<file path="src/rtl/wb_dual_arbiter_if.sv">
// Wishbone pipelined bus bundle: request fields from master, response fields from slave.
// No storage; pure wiring.
// STALL travels slave->master alongside ACK/ERR.
interface wb_dual_arbiter_if #(
   parameter int AW = 24,
   parameter int DW = 32
);
   logic          cyc;
   logic          stb;
   logic          we;
   logic [AW-1:0] addr;
   logic [DW-1:0] data;
   logic          ack;
   logic          stall;
   logic          err;

   // Seen from the bus master: drives the request, receives the response.
   modport master (output cyc, stb, we, addr, data, input ack, stall, err);
   // Seen from the bus slave: receives the request, drives the response.
   modport slave  (input cyc, stb, we, addr, data, output ack, stall, err);
endinterface

</file>
<file path="src/rtl/wb_dual_arbiter.sv">
// Two-master (A=data, priority; B=fetch) to one-slave Wishbone arbiter with bus watchdog.
// Zero added latency: slave request and owner's responses are combinational muxes.
// Non-owner always sees STALL=1; owner sees slave STALL, or STALL=1 while an abort drains.
module wb_dual_arbiter #(
   parameter int AW      = 24,
   parameter int DW      = 32,
   parameter int TIMEOUT = 1024
) (
   input  logic                 i_clk,
   input  logic                 i_rst,
   wb_dual_arbiter_if.slave     a,
   wb_dual_arbiter_if.slave     b,
   wb_dual_arbiter_if.master    m
);

   // Counter wide enough to hold TIMEOUT-1; kept at one bit when the watchdog is off.
   localparam int TW = (TIMEOUT > 0) ? $clog2(TIMEOUT + 1) : 1;
   localparam logic [TW-1:0] WD_LAST = (TIMEOUT > 0) ? TW'(TIMEOUT - 1) : '0;

   logic          r_owner;     // 1 = master A owns the bus
   logic          r_abort;     // watchdog fired; bus held idle until owner drops CYC
   logic [TW-1:0] r_wdog;      // clocks of active CYC without ACK/ERR

   logic          nxt_owner;
   logic          nxt_abort;
   logic [TW-1:0] nxt_wdog;

   logic          own_cyc;
   logic          own_stb;
   logic          own_we;
   logic [AW-1:0] own_addr;
   logic [DW-1:0] own_data;
   logic          bus_cyc;
   logic          wdog_fire;
   logic          owner_ack;
   logic          owner_err;
   logic          owner_stall;

   // Select the current owner's request and derive the gated slave cycle.
   always_comb begin
      own_cyc  = r_owner ? a.cyc  : b.cyc;
      own_stb  = r_owner ? a.stb  : b.stb;
      own_we   = r_owner ? a.we   : b.we;
      own_addr = r_owner ? a.addr : b.addr;
      own_data = r_owner ? a.data : b.data;
      bus_cyc  = own_cyc & ~r_abort & ~i_rst;
      wdog_fire = 1'b0;
      if (TIMEOUT > 0)
         wdog_fire = bus_cyc & ~m.ack & ~m.err & (r_wdog == WD_LAST);
   end

   // State register: ownership, abort flag and watchdog counter.
   always_ff @(posedge i_clk) begin
      if (i_rst) begin
         r_owner <= 1'b1;
         r_abort <= 1'b0;
         r_wdog  <= '0;
      end else begin
         r_owner <= nxt_owner;
         r_abort <= nxt_abort;
         r_wdog  <= nxt_wdog;
      end
   end

   // Next state: ownership only changes while the owner is idle; A wins ties.
   always_comb begin
      nxt_owner = r_owner;
      nxt_abort = 1'b0;
      nxt_wdog  = '0;
      if (!own_cyc) begin
         if (a.cyc)
            nxt_owner = 1'b1;
         else if (b.cyc)
            nxt_owner = 1'b0;
      end
      if (TIMEOUT > 0) begin
         // Counter saturates naturally: firing raises abort, which drops bus_cyc and clears it.
         if (bus_cyc && !m.ack && !m.err)
            nxt_wdog = r_wdog + 1'b1;
         nxt_abort = r_abort;
         if (wdog_fire)
            nxt_abort = 1'b1;
         else if (r_abort && !own_cyc)
            nxt_abort = 1'b0;
      end
   end

   // Outputs: drive slave from owner, route responses to owner only.
   always_comb begin
      m.cyc  = bus_cyc;
      m.stb  = own_stb & bus_cyc;
      m.we   = own_we;
      m.addr = own_addr;
      m.data = own_data;

      owner_ack   = m.ack & bus_cyc;
      owner_err   = (m.err & bus_cyc) | wdog_fire;
      owner_stall = m.stall | r_abort | i_rst;

      a.ack   = r_owner & owner_ack;
      a.err   = r_owner & owner_err;
      a.stall = ~r_owner | owner_stall;
      b.ack   = ~r_owner & owner_ack;
      b.err   = ~r_owner & owner_err;
      b.stall = r_owner | owner_stall;
   end

endmodule
</file>
<file path="src/flat_wrapper.sv">
// flat-port wrapper written by rule: the top's interface ports become plain ports
module wb_dual_arbiter_flat 
#(
   parameter int AW      = 24,
   parameter int DW      = 32,
   parameter int TIMEOUT = 1024
)
  (i_clk, i_rst, a_cyc, a_stb, a_we, a_addr, a_data, a_ack, a_stall, a_err, b_cyc, b_stb, b_we, b_addr, b_data, b_ack, b_stall, b_err, m_cyc, m_stb, m_we, m_addr, m_data, m_ack, m_stall, m_err);
  wb_dual_arbiter_if #(.AW(AW), .DW(DW)) a_i ();
  wb_dual_arbiter_if #(.AW(AW), .DW(DW)) b_i ();
  wb_dual_arbiter_if #(.AW(AW), .DW(DW)) m_i ();
  input  logic i_clk;
  input  logic i_rst;
  input wire logic [$bits(a_i.cyc)-1:0] a_cyc;
  input wire logic [$bits(a_i.stb)-1:0] a_stb;
  input wire logic [$bits(a_i.we)-1:0] a_we;
  input wire logic [$bits(a_i.addr)-1:0] a_addr;
  input wire logic [$bits(a_i.data)-1:0] a_data;
  output wire logic [$bits(a_i.ack)-1:0] a_ack;
  output wire logic [$bits(a_i.stall)-1:0] a_stall;
  output wire logic [$bits(a_i.err)-1:0] a_err;
  input wire logic [$bits(b_i.cyc)-1:0] b_cyc;
  input wire logic [$bits(b_i.stb)-1:0] b_stb;
  input wire logic [$bits(b_i.we)-1:0] b_we;
  input wire logic [$bits(b_i.addr)-1:0] b_addr;
  input wire logic [$bits(b_i.data)-1:0] b_data;
  output wire logic [$bits(b_i.ack)-1:0] b_ack;
  output wire logic [$bits(b_i.stall)-1:0] b_stall;
  output wire logic [$bits(b_i.err)-1:0] b_err;
  output wire logic [$bits(m_i.cyc)-1:0] m_cyc;
  output wire logic [$bits(m_i.stb)-1:0] m_stb;
  output wire logic [$bits(m_i.we)-1:0] m_we;
  output wire logic [$bits(m_i.addr)-1:0] m_addr;
  output wire logic [$bits(m_i.data)-1:0] m_data;
  input wire logic [$bits(m_i.ack)-1:0] m_ack;
  input wire logic [$bits(m_i.stall)-1:0] m_stall;
  input wire logic [$bits(m_i.err)-1:0] m_err;
  assign a_i.cyc = a_cyc;
  assign a_i.stb = a_stb;
  assign a_i.we = a_we;
  assign a_i.addr = a_addr;
  assign a_i.data = a_data;
  assign a_ack = a_i.ack;
  assign a_stall = a_i.stall;
  assign a_err = a_i.err;
  assign b_i.cyc = b_cyc;
  assign b_i.stb = b_stb;
  assign b_i.we = b_we;
  assign b_i.addr = b_addr;
  assign b_i.data = b_data;
  assign b_ack = b_i.ack;
  assign b_stall = b_i.stall;
  assign b_err = b_i.err;
  assign m_cyc = m_i.cyc;
  assign m_stb = m_i.stb;
  assign m_we = m_i.we;
  assign m_addr = m_i.addr;
  assign m_data = m_i.data;
  assign m_i.ack = m_ack;
  assign m_i.stall = m_stall;
  assign m_i.err = m_err;
  wb_dual_arbiter #(.AW(AW), .DW(DW), .TIMEOUT(TIMEOUT)) u_core (.i_clk(i_clk), .i_rst(i_rst), .a(a_i), .b(b_i), .m(m_i));
endmodule
</file>
<file path="config.mk">
export PLATFORM = sky130hd
export DESIGN_NAME = wb_dual_arbiter_flat
export DESIGN_NICKNAME = d
export VERILOG_FILES = /design/src/rtl/wb_dual_arbiter_if.sv /design/src/rtl/wb_dual_arbiter.sv /design/src/flat_wrapper.sv
export SDC_FILE = /design/constraint.sdc
export NUM_CORES = 1
export LEC_CHECK = 0
export ABC_CLOCK_PERIOD_IN_PS = 1800
export BUFFER_PORTS_ARGS = -buffer_cell sky130_fd_sc_hd__buf_2
export CAP_MARGIN = 20
export CORE_AREA = 2 2 72 74
export CTS_CLUSTER_SIZE = 8
export DETAILED_ROUTE_END_ITERATION = 8
export DIE_AREA = 0 0 74 76
export GPL_TIMING_DRIVEN = 1
export PLACE_DENSITY = 0.88
export SETUP_SLACK_MARGIN = 0.2
export SLEW_MARGIN = 20
export SYNTH_ARGS = -nofsm -noshare
export SYNTH_HDL_FRONTEND = slang
export SYNTH_SLANG_ARGS = --single-unit
</file>
<file path="constraint.sdc">
create_clock -name i_clk -period 1.8 [get_ports i_clk]
set_input_delay 0.45 -clock i_clk [delete_from_list [all_inputs] [get_ports i_clk]]
set_output_delay 0.45 -clock i_clk [all_outputs]
set_load 0.02 [all_outputs]
</file>
* After elaboration in Yosys (flattened, before gate mapping)
Index checks and enable logic that the tools add are counted.
Storage, ports and cells: bits in registers 13, input bits 123, output and inout port bits 65, logic and storage cells 48
Cells by class: add/subtract/negate cells 1, equality and inequality tests 1, multiplexer cells 9, bitwise logic cells 24, reductions and logical operators 10
Operators with widths (number):
- 32-bit 2-to-1 mux | 1
- 24-bit 2-to-1 mux | 1
- 1-bit bitwise AND | 12
- 11-bit by 1-bit adder with 11-bit output (second input constant) | 1
- 11-bit by 10-bit equality test with 1-bit output (second input constant) | 1
- 1-bit 2-to-1 mux | 7
- 1-bit NOT | 7
- 1-bit OR | 5
- 2-bit nonzero test | 2
- 1-bit logical AND | 3
- 1-bit logical NOT | 3
- 2-bit AND reduction | 1
- 2-bit OR reduction | 1

* Depth between registers and ports, before layout
Gate-level depths: netlist (run 1).
depth after elaboration 8, depth in mapped cells 5

* Least setup slack after synthesis (run 1)
No wires, ideal clock.
path kind register -> output, start reg u_core.r_wdog[0], end out b_err, data arrival time 1467 ps, data required time 1350 ps, path slack -117 ps, stages on the path, launching flop included 5, cell sequence dfxtp_1 > ha_1 > nand4_2 > o41a_1 > and3b_1
Between the ends: cells in the longest elaborated chain, start to end 4
RTL lines:
- start, declared | line wb_dual_arbiter.sv:22 | logic [TW-1:0] r_wdog;
- start signal, assigned | line wb_dual_arbiter.sv:61 | r_wdog <= nxt_wdog;
- 11-bit by 10-bit equality test with 1-bit output | line wb_dual_arbiter.sv:49 | wdog_fire = bus_cyc & ~m.ack & ~m.err & (r_wdog == WD_LAST);
- 1-bit bitwise AND | line wb_dual_arbiter.sv:49
- 1-bit OR | line wb_dual_arbiter.sv:97 | owner_err = (m.err & bus_cyc) | wdog_fire;
- 1-bit bitwise AND | line wb_dual_arbiter.sv:104 | b.err = ~r_owner & owner_err;
- end, declared | line flat_wrapper.sv:29 | output wire logic [$bits(b_i.err)-1:0] b_err;
Every way passes these cells.

* Worst setup path after layout (run 1)
start reg u_core.r_wdog[1], end out b_err
Same word-level chain as after synthesis.

==> results of run 1 <==
kinds of logic (layout without fill, tap and decap cells):
family | Yosys count | in the layout
AO/OA/AOI/OAI | 14 | 14
XOR/XNOR | 3 | 3
adder cells (fa/ha/maj) | 2 | 2
buffers and inverters | 13 | 226
flip-flops | 13 | 13
multiplexers | 59 | 59
AND/OR/NAND/NOR | 36 | 36
sequential cells by signal, indices dropped and copies added, names as in the netlist:
| name | count |
|---|---|
| u_core.r_wdog | 11 |
| u_core.r_abort | 1 |
| u_core.r_owner | 1 |
final cells by class:
cell class / count / area, µm²
Clock buffer: 4 / 45.0
Inverter: 5 / 18.8
Tap cell: 70 / 87.6
Timing Repair Buffer: 217 / 1810
Sequential cell: 13 / 269
Multi-Input combinational cell: 114 / 1290
Fill cell: 313 / 1390
final timing paths:
path,end,slack (ns),depth (start not counted)
setup / recovery,b_err,-0.21,5
hold / removal,u_core.r_owner$_SDFFE_PP1P_,0.49,2
setup reg to reg,u_core.r_wdog[9]$_SDFF_PP0_,0.33,4
hold reg to reg,u_core.r_wdog[10]$_SDFF_PP0_,0.49,2
placed cells by master (no fill, tap or decap), drive strengths merged:
cell type and instances:
xnor2 2, o21ai 5, and3 2, mux2i 1, or2 1, dfxtp 13
nand4bb 1, or4 3, and3b 1, a21oi 6, nor2 8, clkbuf 5
nor4 1, or3 4, nand3 5, ha 1, maj3 1, o41a 1
o31ai 2, and2 1, nor2b 1, nand3b 2, buf 216, xor2 1
mux2 58, nand2 3, nand4 3, inv 5
layer usage:
layer / part of all wire (%) / global-route usage (%)
met1: 38 / 26.8
met4: 1.3 / 4.91
met3: 7.4 / 2.65
met2: 53 / 44.5
met5: 0 / 0
stage by stage:
stage	worst slack, ns	total power, mW
3_3_place_gp	-0.189	0.862
4_1_cts	-0.213	1.42
5_1_grt	-0.271	1.57
3_5_place_dp	-0.213	0.872
6_report	-0.205	1.52
2_1_floorplan	0.0318	0.622
what timing repair did:
item | in CTS | in global routing
endpoints found under the setup margin | 65 | 71
setup buffers | 9 | 0
cloned | 7 | 1
pin swaps | 1 | 1
resized for setup | 161 | 56
endpoints found under the hold margin | 0 | 0
report_power, final:
| part | total, mW | switching, mW | internal, mW |
|---|---|---|---|
| Clock | 0.265 | 0.109 | 0.157 |
| Combinational | 0.965 | 0.395 | 0.570 |
| Sequential | 0.294 | 0.00470 | 0.290 |
==> metrics.txt, run 1 <==
number of global-route vias before repair=2,023; main combinational cell family by area after synthesis=multiplexers; Clk pin slew, worst setup/hold paths=0.06 ns; Startpoint Class=flop; post-synthesis adder-cell area fraction=approximately 1.7%; mux cell area share after synthesis=50.0%; Worst EP arrival=around 1.6 ns; Setup Viol. Count Final=61; hold buffer count at CTS=0; cell area after layout=3520 µm²; flops & latches, synth=13; Max Clk Rate=around 500 MHz; Die Area=around 5600 µm²; first-pass detailed-route iteration total=4; Syn-to-layout area delta=165%; Hold Vio Cnt, Final=0; core box area=4910 µm²; placed insts=roughly 400; Total GRT Usage=around a quarter; Gate Count Post-Synth=140; first-pass GRT wire length=a little over 10,000 µm; cts bufs inserted=3; count leader, synth=mux2_2; leak pwr=around 1.9 nW; PortBufs=between 150 and 200; failing checks=setup timing; TNS Setup=-3.71 ns; CTS tree=yes; cell row count=26; ranking of synthesized cells by area=mux2_2, dfxtp_1, buf_2, a21oi_1, nor2_1; Syn Nets=264; Remaining DRCs=0; period utilisation layout=111%; layout cells sized above 1=84.1%; CTS H-Tree Depth=1; crit-path leading delay family=simple AND/OR/NAND/NOR gates; setup ws final=-0.205 ns; Routed Wire Length=7650 µm; DR vias/cell=approximately 4.8; top_reg_cell synth=dfxtp_1; Mean Syn Cell Area=9.47 µm²; crit end category=output port; # IOs=between 150 and 200; Final Skew=0.00345 ns; biggest area consumer among synthesized cells=mux2_2; post-DP HPWL=4410 µm; routed length per placed instance=~18 µm; Slew Limit Fails=0; CP required=around 1.4 ns; First DRT Iteration DRCs=55; Distinct cells, synth=30; Compound-Gate Fraction of Synth Area=6.13%; Yosys warnings=0; RSZ-0062 raised after global routing=yes; CP bufs+invs=1; mapped cell area=1330 µm²; initial antenna violation count=0; Rel. slew slack=66.7%; synth cell count leaders=mux2_2, dfxtp_1, buf_2, nor2_1, a21oi_1; Post-Synth XOR/XNOR Area=1.98%; GP Congestion=between 0.8 and 0.9; clock root cell=clkbuf_8; Seq/Total Area, Yosys=19.6%; Crit. Startpoint=u_core.r_wdog[1]$_SDFF_PP0_; Yosys top cell area share=49.2%; largest net degree at the start of global routing=13; Antenna Nets Post-Route=0; # nets final=between 400 and 500; Layout Utilization=71.7%; crit path cell chain=ha_4, nand4_4, o41a_1, and3b_2, buf_6; P per Cell Area=433 nW/µm²; DIE HEIGHT=roughly 76 µm; worst setup path category=flop to output port; maxcap violations=0; Die X=74 µm; hold crit path type=primary input to flop; grt ovf=0; worst skew pair latency=around 0.24 ns; clock sink total=13; async set-reset flop share out of synthesis=0%; Post-synth EDFFs=0; status=complete, but fails checks; Max VDD drop=roughly 0.00027 V; worst flop-to-flop path startpoint=u_core.r_wdog[2]$_SDFF_PP0_; slowest stage cell, crit path=dfxtp_2; slowest cell delay on critical path=0.35 ns; Tmin final=2.01 ns; worst hold slack=between 0.4 and 0.5 ns; Vias=between 2k and 2.5k; post-synthesis simple-gate area fraction=16.1%; Initial Utilization=27.0%; cell area after placement=between 2000 and 2500 µm²; ant diodes=0; crit-path max FO=2; fin cells=423; hold wc startpoint=i_rst; Worst Tran Pin Value=0.494 ns; Max Root-Sink Buffers=2
Power figures use the tool's default switching activity.
==> run 2: changes to the inputs <==
--- a/config.mk
+++ b/config.mk
@@ -7,5 +7,5 @@
 export LEC_CHECK = 0
 export ABC_CLOCK_PERIOD_IN_PS = 1800
-export BUFFER_PORTS_ARGS = -buffer_cell sky130_fd_sc_hd__buf_2
+export BUFFER_PORTS_ARGS = -buffer_cell sky130_fd_sc_hd__buf_4
 export CAP_MARGIN = 20
 export CORE_AREA = 2 2 72 74
==> constraint.sdc (replaced) <==
create_clock -name i_clk -period 1.8 [get_ports i_clk]
set_input_delay 0.36 -clock i_clk [delete_from_list [all_inputs] [get_ports i_clk]]
set_output_delay 0.36 -clock i_clk [all_outputs]
set_load 0.02 [all_outputs]
==> run 2 against run 1 <==
Compared with the run above:
- the run still ends with setup timing left
- sequential cell count unchanged
- global-route usage increased by 2.7 points
- hold slack got worse by 0.13 ns
- register-to-register slack got worse by 0.05 ns
- wire length decreased by 1.0%
- clock skew decreased by 0.00060 ns
- critical path depth decreased by 1
- sequential share of layout area decreased by 0.34 points
- largest cell class unchanged
- largest power group unchanged
- highest routed layer unchanged
==> metrics.txt, run 2 (synthesis gave the netlist of run 1 again) <==
first-pass GRT wire length=11,300 µm; met3 Use GR=just over 5%; Startpoint Class=flop; Max VDD drop=0.000243 V; Tmin final=1.89 ns; Total GRT Usage=between 20% and 30%; pre-CTS setup slack=-0.0137 ns; worst setup path category=flop to output port; # nets final=475; Die Area=5620 µm²; CTS H-Tree Depth=1; RSZ-0062 raised after global routing=yes; first-pass detailed-route iteration total=4; Vias=2,027; ant diodes=0; layout cells sized above 1=84.3%; post-DP HPWL=between 4000 and 5000 µm; worst skew pair latency=0.24 ns; failing checks=setup timing; FILL cells=327; max reg flops=11; PortBufs=187; First DRT Iteration DRCs=76; multi-input logic area=1280 µm²; Setup Viol. Count Final=17; leak pwr=about 2.0 nW; Max Clk Rate=529 MHz; number of global-route vias before repair=2,261; GP Congestion=a little under 0.9; maxcap violations=0; status=complete, but fails checks; Max Root-Sink Buffers=2; Die X=74 µm; Slew Limit Fails=0; crit end category=output port; Worst EP arrival=1.53 ns; # IOs=188; cell row count=26; leading cell types in the layout, fill and taps excluded=buf_4, buf_6, mux2_4; cts bufs inserted=3; Clk pin slew, worst setup/hold paths=0.06 ns; CP required=1.44 ns; Antenna Nets Post-Route=0; clock root cell=clkbuf_8; Final Skew=0.00285 ns; Syn-to-layout area delta=186%; Largest regs=u_core.r_wdog x11, u_core.r_abort x1, u_core.r_owner x1; routed length per placed instance=between 15 and 20 µm; initial antenna violation count=0; Rel. slew slack=roughly 74%; largest net degree at the start of global routing=12; Initial Utilization=27.0%; met1 GRT Util=27.6%; period utilisation layout=105%; Hold Vio Cnt, Final=0; DIE HEIGHT=roughly 76 µm; core box area=4910 µm²; Most Crowded Layer GR=met2; M2 GR Usage=48.0%; hold crit path type=primary input to flop; P per Cell Area=416 nW/µm²; clock sink total=13; crit-path max FO=5; setup ws final=-0.0914 ns; grt ovf=0; CTS tree=yes; Remaining DRCs=0; Largest Register=u_core.r_wdog; Layout Utilization=77.1%; commonest non-fill, non-tap cell in the layout=buf_4; Routed Wire Length=7570 µm; Worst Tran Pin Value=0.393 ns; storage element area=around 280 µm²; DR vias/cell=just under 5
-- run 2: cell types whose count changed in the layout (fill, tap and decap cells not counted), sizes merged --
| cell | change |
|---|---|
| buf | -2 |
| clkbuf | -2 |
| clkinv | +1 |
-- run 2: per-layer routing --
metal,vias to the layer above,routed length (µm)
met1,946,2670
met3,18,571
met4,0,195
met5,-,0
li1,946,-
met2,117,4130
-- run 2: worst paths after layout --
kind	startpoint	endpoint	slack (ns)	cells past startpoint
max	u_core.r_wdog[7]$_SDFF_PP0_	b_err	-0.09	4
min	i_rst	u_core.r_owner$_SDFFE_PP1P_	0.36	2
max reg2reg	u_core.r_wdog[1]$_SDFF_PP0_	u_core.r_abort$_SDFFE_PP0P_	0.28	5
min reg2reg	u_core.r_wdog[10]$_SDFF_PP0_	u_core.r_wdog[10]$_SDFF_PP0_	0.50	2
-- run 2: per-stage QoR --
step	instance area (µm²)	power, mW	TNS [ns]	instances	hold WS, ns
finish	3790	1.57	-0.518	420	0.356
detailed placement	2850	1.01	-0.0137	393	0.448
CTS	3740	1.56	-0.534	420	0.353
global placement	2850	1.00	-0.00187	393	0.438
floorplan	1360	0.620	0	140	0.432
global route	3790	1.64	-1.68	420	0.355
-- run 2: layout make-up --
type                            count  area share, %
Clock buffer                        3           1.09
Inverter                            5          0.496
Timing Repair Buffer              214           55.0
Tap cell                           70           2.31
Multi-Input combinational cell    114           33.7
Clock inverter                      1          0.132
Sequential cell                    13           7.30
-- run 2: report_power, final --
group,leakage [nW],internal [mW],switching (mW)
sequential,0.109,0.287,0.00505
combinational,1.86,0.638,0.384
clock,0.0255,0.153,0.108
total,1.99,1.08,0.497
-- run 2: what timing repair did --
action | CTS | global route
endpoints found under the setup margin | 64 | 66
resized for setup | 138 | 15
buffers inserted | 16 | 0
hold buffers | 0 | 0
cloned | 7 | 0
pin swaps | 5 | 3
-- run 2: worst max-delay path, cell delays in order, from the launching register on --
cell	delay [ns]
dfxtp_1	0.41
nand2_1	0.12
o41a_1	0.39
and3b_2	0.25
buf_6	0.11
==> run 3: changes to the inputs <==
Settings changed: PLACE_DENSITY 0.88 to 0.75.
==> run 3 against run 2 <==
Compared with the run above:
- combinational power barely moved
- critical endpoint is now m_stb
- die area unchanged
- first-iteration DRC count shrank 17%
- non-clock buffer count up 8
- the flow still finishes with violations (setup timing)
- sequential share of layout area fell by 0.26 points
==> metrics.txt, run 3 (synthesis gave the netlist of run 1 again) <==
crit end category=output port; GP Congestion=0.800; # IOs=about 190; terminus of the critical flop-to-flop path=u_core.r_wdog[5]$_SDFF_PP0_; Clk pin slew, worst setup/hold paths=0.06 ns; clock sink total=13; CP required=1.44 ns; Routed Wire Length=7390 µm; first-pass detailed-route iteration total=4; R2R setup slack=~0.15 ns; Die Area=5620 µm²; hold crit path type=primary input to flop; post-DP HPWL=4770 µm; Startpoint Class=flop; # nets final=about 480; failing checks=setup timing; max reg flops=11; PortBufs=around 190; Largest regs=u_core.r_wdog x11, u_core.r_abort x1, u_core.r_owner x1; leading cell types in the layout, fill and taps excluded=buf_4, buf_6, mux2_4; crit path cell chain=buf_4, mux2_4, and2_1, nor2b_2, buf_4; worst reg-to-reg path cell count=3; RSZ-0062 raised after global routing=yes; Total GRT Usage=a little under a quarter; hold buffer count at CTS=0; initial antenna violation count=0; Tmin final=1.92 ns; crit-path max FO=6; leak pwr=1.99 nW; DR vias/cell=4.74; core box area=4910 µm²; Remaining DRCs=0; worst flop-to-flop path startpoint=u_core.r_abort$_SDFFE_PP0P_; number of global-route vias before repair=between 2k and 2.5k; setup ws final=-0.122 ns; Largest Register=u_core.r_wdog; Syn-to-layout area delta=190%; Worst Tran Pin Value=0.586 ns; status=complete, but fails checks; first-pass GRT wire length=about 11,000 µm; Vias=2,030; slowest cell delay on critical path=~0.40 ns; First DRT Iteration DRCs=63; CP bufs+invs=2; CTS tree=yes; cts bufs inserted=3; worst skew pair latency=0.24 ns; pre-CTS setup slack=0.0137 ns; most frequent CP cell=buf_4; Rel. slew slack=60.5%; Final Skew=0.00228 ns; Max Root-Sink Buffers=2; Slew Limit Fails=0; crit-path leading delay family=flip-flops; Initial Utilization=27.0%; hold wc startpoint=i_rst; slowest stage cell, crit path=dfxtp_4; cell row count=26; ant diodes=0; Setup Viol. Count Final=21; Worst EP arrival=around 1.6 ns; DIE HEIGHT=76 µm; CTS H-Tree Depth=1; Max Clk Rate=520 MHz; P per Cell Area=between 400 and 500 nW/µm²; WHS Path Cells=2; layout cells sized above 1=84.9%; period utilisation layout=107%; worst setup path category=flop to output port; largest net degree at the start of global routing=12; maxcap violations=0; worst min-delay path endpoint=u_core.r_owner$_SDFFE_PP1P_; Max VDD drop=around 0.00020 V; worst hold slack=0.390 ns; clock root cell=clkbuf_8; Die X=74 µm; Hold Vio Cnt, Final=0; grt ovf=0; commonest non-fill, non-tap cell in the layout=buf_4; Antenna Nets Post-Route=0; FILL cells=335; routed length per placed instance=17.3 µm
-- run 3: cell types whose count changed in the layout (fill, tap and decap cells not counted), moves of 2 or more --
cell	delta
buf_12	+5
buf_4	+13
buf_6	-9
dfxtp_4	-2
mux2_2	+10
mux2_4	-10
-- run 3: metal layers --
layer / up-vias / part of all wire (%) / GRT usage (%)
met3: 10 / 5.7 / 3.57
met1: 970 / 38 / 26.7
li1: 956 / - / -
met5: - / 0 / 0
met2: 94 / 55 / 45.4
met4: 0 / 1.6 / 6.18
-- run 3: what timing repair did --
action                                  CTS  global route
endpoints found under the setup margin   64            64
pin swaps                                 3             1
cloned                                    8             0
gates resized for setup                 121            15
buffers inserted                         17             4
-- run 3: where the power goes --
group,internal (mW),switching [mW],total (mW)
Clock,0.156,0.102,0.259
Combinational,0.640,0.382,1.02
Sequential,0.290,0.00477,0.294
-- run 3: worst max-delay path by stage --
stage	startpoint	slack, ns	cells past startpoint	endpoint
after floorplan	u_core.r_wdog[1]$_SDFF_PP0_	0.19	4	b_err
after CTS	u_core.r_wdog[0]$_SDFF_PP0_	-0.1	5	b_err
after global routing	u_core.r_owner$_SDFFE_PP1P_	-0.17	5	m_stb
final	u_core.r_owner$_SDFFE_PP1P_	-0.12	5	m_stb
after detailed placement	m_ack	0.01	5	b_err
after global placement	m_ack	0.02	5	b_err
-- run 3: layout make-up --
type,count,area [µm²],share of cell area [%]
timing repair buffer,222,2160,56.3
tap,70,87.6,2.28
multi-input combinational,114,1250,32.7
clock buffer,4,45.0,1.17
sequential,13,270,7.04
inverter,5,18.8,0.489
-- run 3: stage by stage --
| step | cells | power (mW) | instance area (µm²) | utilization [%] | setup TNS (ns) |
|---|---|---|---|---|---|
| 2_1_floorplan | 140 | 0.620 | 1360 | - | 0 |
| 3_3_place_gp | 395 | 1.01 | 2870 | 58.4 | 0 |
| 3_5_place_dp | 395 | 1.01 | 2870 | 58.4 | 0 |
| 4_1_cts | 424 | 1.54 | 3730 | 76.0 | -0.523 |
| 5_1_grt | 428 | 1.64 | 3840 | 78.2 | -1.66 |
| 6_report | 428 | 1.58 | 3840 | 78.2 | -0.447 |
